==> config.mk <==
export PLATFORM = sky130hd
export DESIGN_NAME = mod_swapchain_timer
export DESIGN_NICKNAME = d
export VERILOG_FILES = /design/src/rtl/mod_swapchain_timer.sv
export SDC_FILE = /design/constraint.sdc
export NUM_CORES = 1
export LEC_CHECK = 0
export ABC_CLOCK_PERIOD_IN_PS = 11600
export CAP_MARGIN = 20
export CELL_PAD_IN_SITES_DETAIL_PLACEMENT = 2
export CELL_PAD_IN_SITES_GLOBAL_PLACEMENT = 2
export CORE_MARGIN = 5
export CORE_UTILIZATION = 31
export DETAILED_ROUTE_END_ITERATION = 6
export PLACE_DENSITY = 0.75
export SLEW_MARGIN = 10
export SYNTH_ARGS = -nofsm -noshare
export SYNTH_HDL_FRONTEND = slang
export SYNTH_SLANG_ARGS = --single-unit
==> constraint.sdc <==
create_clock -name CLK -period 11.6 [get_ports CLK]
set_clock_uncertainty 0.15 [all_clocks]
set_input_delay 3.48 -clock CLK [delete_from_list [all_inputs] [get_ports CLK]]
set_output_delay 3.48 -clock CLK [all_outputs]
set_load 0.02 [all_outputs]
==> src/rtl/mod_swapchain_timer.sv <==
// Modulation sample-index generator with a two-segment swapchain and finite/infinite repeat.
// Optional debug port LOOP_CNT is enabled by defining MOD_SWAPCHAIN_LOOP_CNT_OUT_EN.
module mod_swapchain_timer #(
  parameter int IDX_WIDTH = 15,
  parameter int DIV_WIDTH = 32
) (
  input  logic                 CLK,
  input  logic                 RST,
  input  logic                 TICK,
  input  logic                 UPDATE,
  input  logic                 REQ_RD_SEGMENT,
  input  logic [IDX_WIDTH-1:0] CYCLE_0,
  input  logic [IDX_WIDTH-1:0] CYCLE_1,
  input  logic [DIV_WIDTH-1:0] FREQ_DIV_0,
  input  logic [DIV_WIDTH-1:0] FREQ_DIV_1,
  input  logic [DIV_WIDTH-1:0] REP_0,
  input  logic [DIV_WIDTH-1:0] REP_1,
`ifdef MOD_SWAPCHAIN_LOOP_CNT_OUT_EN
  output logic [DIV_WIDTH-1:0] LOOP_CNT,
`endif
  output logic                 SEGMENT,
  output logic [IDX_WIDTH-1:0] IDX,
  output logic                 IDX_VALID,
  output logic                 STOP
);

  typedef enum logic [1:0] {ST_INF, ST_WAIT, ST_FIN, ST_DONE} state_t;

  state_t               state_q, state_d;
  logic                 seg_q, seg_d;
  logic                 pend_q, pend_d;
  logic [IDX_WIDTH-1:0] idx_q, idx_d;
  logic                 valid_q, valid_d;
  logic                 stop_q, stop_d;
  logic [DIV_WIDTH-1:0] div_cnt_q, div_cnt_d;
  logic [DIV_WIDTH-1:0] loop_cnt_q, loop_cnt_d;
  logic [IDX_WIDTH-1:0] cycle_q [2];
  logic [IDX_WIDTH-1:0] cycle_d [2];
  logic [DIV_WIDTH-1:0] div_q [2];
  logic [DIV_WIDTH-1:0] div_d [2];
  logic [DIV_WIDTH-1:0] rep_q [2];
  logic [DIV_WIDTH-1:0] rep_d [2];

  logic [IDX_WIDTH-1:0] cur_cycle;
  logic [DIV_WIDTH-1:0] cur_div;
  logic [DIV_WIDTH-1:0] cur_rep;
  logic [DIV_WIDTH-1:0] tgt_rep;
  logic                 wrap;
  logic                 div_hit;

  always_comb begin
    state_d    = state_q;
    seg_d      = seg_q;
    pend_d     = pend_q;
    idx_d      = idx_q;
    valid_d    = 1'b0;
    stop_d     = stop_q;
    div_cnt_d  = div_cnt_q;
    loop_cnt_d = loop_cnt_q;
    cycle_d    = cycle_q;
    div_d      = div_q;
    rep_d      = rep_q;

    cur_cycle = cycle_q[seg_q];
    cur_div   = div_q[seg_q];
    cur_rep   = rep_q[seg_q];
    tgt_rep   = REQ_RD_SEGMENT ? REP_1 : REP_0;
    wrap      = (idx_q == cur_cycle);
    // Stored dividers are never zero, so div-1 cannot underflow.
    div_hit   = (div_cnt_q == cur_div - 1'b1);

    if (UPDATE) begin
      cycle_d[0] = CYCLE_0;
      cycle_d[1] = CYCLE_1;
      div_d[0]   = (FREQ_DIV_0 == '0) ? DIV_WIDTH'(1) : FREQ_DIV_0;
      div_d[1]   = (FREQ_DIV_1 == '0) ? DIV_WIDTH'(1) : FREQ_DIV_1;
      rep_d[0]   = REP_0;
      rep_d[1]   = REP_1;
      if ((&tgt_rep) || (state_q == ST_DONE)) begin
        seg_d      = REQ_RD_SEGMENT;
        idx_d      = '0;
        div_cnt_d  = '0;
        loop_cnt_d = '0;
        stop_d     = 1'b0;
        valid_d    = 1'b1;
        state_d    = (&tgt_rep) ? ST_INF : ST_FIN;
      end else begin
        // Finite target while running: the current segment finishes its cycle first.
        pend_d  = REQ_RD_SEGMENT;
        state_d = ST_WAIT;
      end
    end else if (TICK && (state_q != ST_DONE)) begin
      if (!div_hit) begin
        div_cnt_d = div_cnt_q + 1'b1;
      end else begin
        div_cnt_d = '0;
        valid_d   = 1'b1;
        idx_d     = wrap ? '0 : idx_q + 1'b1;
        case (state_q)
          ST_WAIT: begin
            if (wrap) begin
              seg_d      = pend_q;
              loop_cnt_d = '0;
              state_d    = ST_FIN;
            end
          end
          ST_FIN: begin
            if (wrap) begin
              if (loop_cnt_q == cur_rep) begin
                idx_d   = idx_q;
                valid_d = 1'b0;
                stop_d  = 1'b1;
                state_d = ST_DONE;
              end else begin
                loop_cnt_d = loop_cnt_q + 1'b1;
              end
            end
          end
          default: ;
        endcase
      end
    end
  end

  always_ff @(posedge CLK or posedge RST) begin
    if (RST) begin
      state_q    <= ST_INF;
      seg_q      <= 1'b0;
      pend_q     <= 1'b0;
      idx_q      <= '0;
      valid_q    <= 1'b0;
      stop_q     <= 1'b0;
      div_cnt_q  <= '0;
      loop_cnt_q <= '0;
      cycle_q[0] <= '0;
      cycle_q[1] <= '0;
      div_q[0]   <= DIV_WIDTH'(1);
      div_q[1]   <= DIV_WIDTH'(1);
      rep_q[0]   <= '1;
      rep_q[1]   <= '1;
    end else begin
      state_q    <= state_d;
      seg_q      <= seg_d;
      pend_q     <= pend_d;
      idx_q      <= idx_d;
      valid_q    <= valid_d;
      stop_q     <= stop_d;
      div_cnt_q  <= div_cnt_d;
      loop_cnt_q <= loop_cnt_d;
      cycle_q    <= cycle_d;
      div_q      <= div_d;
      rep_q      <= rep_d;
    end
  end

  assign SEGMENT   = seg_q;
  assign IDX       = idx_q;
  assign IDX_VALID = valid_q;
  assign STOP      = stop_q;

`ifdef MOD_SWAPCHAIN_LOOP_CNT_OUT_EN
  assign LOOP_CNT = ((state_q == ST_FIN) || (state_q == ST_DONE)) ? loop_cnt_q : '0;
`endif

endmodule

==> flow_summary.toml, run 1 <==
[run_status]
outcome = "completed"

[clock_network]
post_cts_buffers = 0
root_buffer = "clkbuf_16"
clk_pin_slew_worst_paths_ns = 0.06
clkLatencyLatePin_ns = 0.56
cts_hold_buf = 0
ctsHtreeMaxLevel = 1
clock_path_buffers = 3
tritoncts = "done"
clkSinkCount = 243
ctsResizeCount = 0
cts_made_buffers = 31

[yosys]
syn_area_mm2 = 0.0135
synthDistinctLibCells = 64
synth_edf_count = 0
async_flop_share_pct = 100
syn_nets = 1402
ys_seq_area_share_pct = 45.7
syn_inst = 1235
yosys.area.top_type = "dfrtp_1"
ys_ff_latch = 243
ys.flop_type = "dfrtp_1"
avgSynthCellArea_um2 = 10.9
synth_common_cells = "177 x dfrtp_1, 161 x mux2_2, 87 x xnor2_1"
synth.area.top_cells = "dfrtp_1 33%, mux2_2 13%, dfstp_2 13%, mux2i_1 6.2%, xnor2_1 5.7%"
ys.warnings.count = 0
synth_top_area_share_pct = 32.8
synth.most_common_cell = "dfrtp_1"

[global_routing]
grt_max_degree = 119
grt_usage_pct = 18.7
grt_pass1_wl_um = 71200
grt_overflow_total = 0
grt_pass1_vias = 12100
antenna_found_initial = 3

[route]
dr.pass1.iters = 5
drc = 0
wl_per_cell_um = 22.4
first_iter_violations = 477
ant_nets = 0
via_count = 10500
vias_per_cell = 5.20
wirelength_um = 45100

[timing]
holdWs_ns = 0.341
finalHoldViolCount = 0
fmax_ghz = 0.139
setup_viol = 0
fin_crit_sh_pct = 62.0
rsz0062_at_grt = "false"
slew_violations = 0
slew_headroom_pct = 31.1
tightestPinTransition_ns = 1.03
fin_tns_setup_ns = 0
period_needed_ns = 7.19

[critical_path]
cp_data_arrival_time_ns = 7.48
required_ns = 11.88
r2r-start = "SEGMENT"
r2r_slack_ns = 5.32
worst-path-max-fanout = 12
crit_type = "in -> reg"
worstSetupStartpointType = "input pin"
critPathCaptureType = "register"
r2r_cells = 13
regToRegEndpoint = "IDX[5]"

[hold_path]
hold_path.class = "reg -> reg"
whs_endpoint = "STOP"
hold_depth = 1
worstHoldStart = "STOP"

[place]
gp_congestion = 0.823
dp_hpwl_um = 33400
portBuffers = 180

[pwr]
p_leak_nw = 6.50
vdd_drop_max_uv = 100
powerDensity_mw_per_mm2 = 166
power.total_mw = 2.80

[floorplanning]
num_io_pins = 181
die_y_um = 219
initial_utilization_pct = 31.3
core_mm2 = 0.0431
rows = 76
die_area_mm2 = 0.0478
die_x_um = 219

[cells_and_area]
fill_cells = 4493
area_growth_syn_to_layout_pct = 25.1
nNetsFinal = 1570
drive_gt1_share_pct = 22.2

[job]
cap_viol_max_count = 0
==> state kept, by name (all words and copies together), names as in the netlist <==
name        flops
div_cnt_q      32
rep_q          64
IDX_VALID       1
STOP            1
loop_cnt_q     32
IDX            15
state_q         2
pend_q          1
cycle_q        30
div_q          64
SEGMENT         1
==> area by class of cell <==
type                    instances  area (um2)  area share (%)
multi-input cells             927        6970            41.3
flip-flops and latches        243        6170            36.6
repair buffers                190        1890            11.2
clock buffers                  46         953            5.65
well taps                     585         732            4.34
clock inverters                11         109           0.645
inverters                      10        45.0           0.267
diodes                          4        10.0          0.0593
==> stage by stage <==
step                      util (%)  setup slack [ns]  instance area (um2)  instances
after detailed placement      36.6              3.87                15800       1954
final                         39.2              4.41                16900       2016
after global routing          39.2              4.13                16900       2016
after floorplan                  -              1.41                13500       1235
after CTS                     39.1              4.41                16800       2011
after global placement        36.6              4.03                15800       1954
==> critical path, stage by stage <==
cell and delay [ns]:
clkdlybuf4s50_1 0.49, nand4_1 0.19, nor4_1 0.55, nand3_1 0.19, a31oi_1 0.72, a31oi_1 0.29
nor2_1 0.81, nand3_1 0.27, nor3_1 0.27, xnor2_1 0.15, nor2_1 0.06
==> kinds of logic (layout without fill, tap and decap cells) <==
logic type	count (synthesis)	count (layout)	synth area share (%)
simple gates	401	401	17.0
other cells	0	4	0
fa+ha+maj	4	4	0.371
compound gates	153	153	6.52
xor+xnor	125	125	8.12
buf+inv	65	257	2.71
flops	243	243	45.7
mux	244	244	19.6
==> cell usage in the layout, fill, tap and decap left out, types with 45 or more instances in the layout <==
master	count
xnor2_1	87
nand2_1	51
nor2_1	81
mux2_2	161
nor4_1	45
mux2i_1	83
dfstp_2	66
clkdlybuf4s50_1	179
o21ai_0	64
dfrtp_1	176
==> worst max path at each step <==
stage	to	from	slack, ns	cells after the start
2_1_floorplan	IDX[0]	RST	1.41	1
3_3_place_gp	div_cnt_q[31]	REP_0[27]	4.03	11
3_5_place_dp	div_cnt_q[31]	REP_0[27]	3.87	11
4_1_cts	div_cnt_q[31]	REP_0[27]	4.41	11
5_1_grt	div_cnt_q[31]	REP_0[27]	4.13	11
6_report	div_cnt_q[31]	REP_0[27]	4.41	11
==> per-layer routing <==
| metal | up-vias | GRT usage, % | wire length, um |
|---|---|---|---|
| met3 | 64 | 2.78 | 1290 |
| met5 | - | 0 | 0 |
| li1 | 4862 | - | - |
| met2 | 148 | 33.8 | 23500 |
| met1 | 5407 | 23.1 | 18900 |
| met4 | 0 | 5.61 | 1390 |
==> power by group <==
group	internal, mW	leakage, nW	switching [mW]
Clock	0.608	0.535	0.384
Combinational	0.348	3.03	0.415
Sequential	0.940	2.94	0.105
(Power assumes the default switching activity.)
==> run 2: changes to the inputs <==
- ABC_CLOCK_PERIOD_IN_PS: 11600 -> 5950
- PLACE_DENSITY: 0.75 -> 0.78
- clock period: 11.6 -> 5.95 ns (I/O delays scaled with it)
==> run 2 against run 1 <==
Wire length grew 0.99%. Cell count rose by 0.30%. Clock-buffer cell count decreased by 3. Sequential share of layout area decreased by 0.22 points.
==> flow_summary.toml, run 2 (synthesis gave the netlist of run 1 again) <==
[cells_and_area]
nNetsFinal = 1577
layout_common_cells = "179 x clkdlybuf4s50_1, 176 x dfrtp_1, 161 x mux2_2"
reg_top3 = "div_q (64), rep_q (64)"
final_common_cell = "clkdlybuf4s50_1"
area_growth_syn_to_layout_pct = 25.9
fin_cells = 2022
final_cell_area_mm2 = 0.0170
drive_gt1_share_pct = 22.6

[critical_path]
crit_slowest_cell = "dfrtp_4"
cp_data_arrival_time_ns = 5.50
critical_path.cell_chain = "mux2i_1, ha_1, nor4b_1, o22ai_2, nor4_4, o21ai_1, xnor2_1, nand4_1, nor3_4, a31oi_4, buf_4, or4_1, nand2_1"
critPathCaptureType = "register"
worstSetupStartpointType = "register"
required_ns = 6.33
crit_type = "reg -> reg"
worst-path-max-fanout = 40
critPathBufInv = 1
cp_top_family = "simple AND/OR/NAND/NOR gates"
slowest_delay_ns = 0.75

[clock_network]
clk_pin_slew_worst_paths_ns = 0.06
ctsHtreeMaxLevel = 1
root_buffer = "clkbuf_16"
ctsResizeCount = 0
cts_hold_buf = 0
clkLatencyLatePin_ns = 0.59
cts_made_buffers = 31
clock_path_buffers = 3
tritoncts = "done"
clkSinkCount = 243
post_cts_buffers = 0

[pwr]
vdd_drop_max_uv = 179
p_leak_nw = 6.55
powerDensity_mw_per_mm2 = 328

[route]
vias_per_cell = 5.23
dr.pass1.iters = 4
first_iter_violations = 404
via_count = 10600
wl_per_cell_um = 22.5
drc = 0
wirelength_um = 45500
ant_nets = 0

[timing]
tightestPinTransition_ns = 0.946
slew_headroom_pct = 36.9
fin_crit_sh_pct = 86.1
setup_viol = 0
slew_violations = 0
period_needed_ns = 5.12
fin_tns_setup_ns = 0
fmax_ghz = 0.195
finalHoldViolCount = 0
holdWs_ns = 0.349
rsz0062_at_grt = "false"

[floorplanning]
die_area_mm2 = 0.0478
die_x_um = 219
die_y_um = 219
core_mm2 = 0.0431
num_io_pins = 181
initial_utilization_pct = 31.3
rows = 76

[global_routing]
grt_pass1_wl_um = 71400
grt_pass1_vias = 12100
antenna_found_initial = 2
grt_usage_pct = 18.9
grt_overflow_total = 0
grt_max_degree = 131

[place]
place_inst = 1962
gp_congestion = 0.814
portBuffers = 180
dp_hpwl_um = 33600
dpl_cell_area_mm2 = 0.0159

[hold_path]
hold_path.class = "reg -> reg"

[run_status]
outcome = "completed"

[job]
cap_viol_max_count = 0
==> run 2: stage by stage <==
| stage | util (%) | power (mW) | worst slack (ns) |
|---|---|---|---|
| 3_3_place_gp | 36.8 | 3.51 | 0.453 |
| 4_1_cts | 39.4 | 5.65 | 0.761 |
| 2_1_floorplan | - | 3.09 | 0.879 |
| 5_1_grt | 39.4 | 5.84 | 0.459 |
| 3_5_place_dp | 36.8 | 3.56 | 0.326 |
| 6_report | 39.4 | 5.56 | 0.830 |
==> run 2: metal layers <==
| metal | vias up | wire length [um] | part of all wire, % | track usage [%] |
|---|---|---|---|---|
| li1 | 4883 | - | - | - |
| met1 | 5460 | 18700 | 41 | 22.6 |
| met2 | 161 | 24000 | 53 | 34.6 |
| met3 | 70 | 1350 | 3.0 | 2.91 |
| met4 | 0 | 1480 | 3.3 | 5.95 |
| met5 | - | 0 | 0 | 0 |
==> run 2: power by group <==
part           internal [mW]  leakage [nW]  switching [mW]
sequential              1.83          2.94           0.199
clock                   1.26         0.546           0.774
combinational          0.687          3.06           0.811
==> run 2: final cells by class <==
| class | instances | area [um2] |
|---|---|---|
| tap | 585 | 732 |
| clock inverter | 15 | 214 |
| inverter | 10 | 41.3 |
| sequential | 243 | 6170 |
| clock buffer | 43 | 891 |
| timing repair buffer | 197 | 1960 |
| antenna | 2 | 5.00 |
| multi-input combinational | 927 | 6970 |
| fill | 4491 | 26100 |
==> run 2: final timing paths <==
kind | from | end | slack, ns | cells after the start
max | SEGMENT | loop_cnt_q[13] | 0.83 | 13
min | STOP | STOP | 0.35 | 1
max reg2reg | SEGMENT | loop_cnt_q[13] | 0.83 | 13
min reg2reg | STOP | STOP | 0.35 | 1
max in group asynchronous | RST | SEGMENT | 3.37 | 3
min in group asynchronous | RST | cycle_q[13] | 1.58 | 3
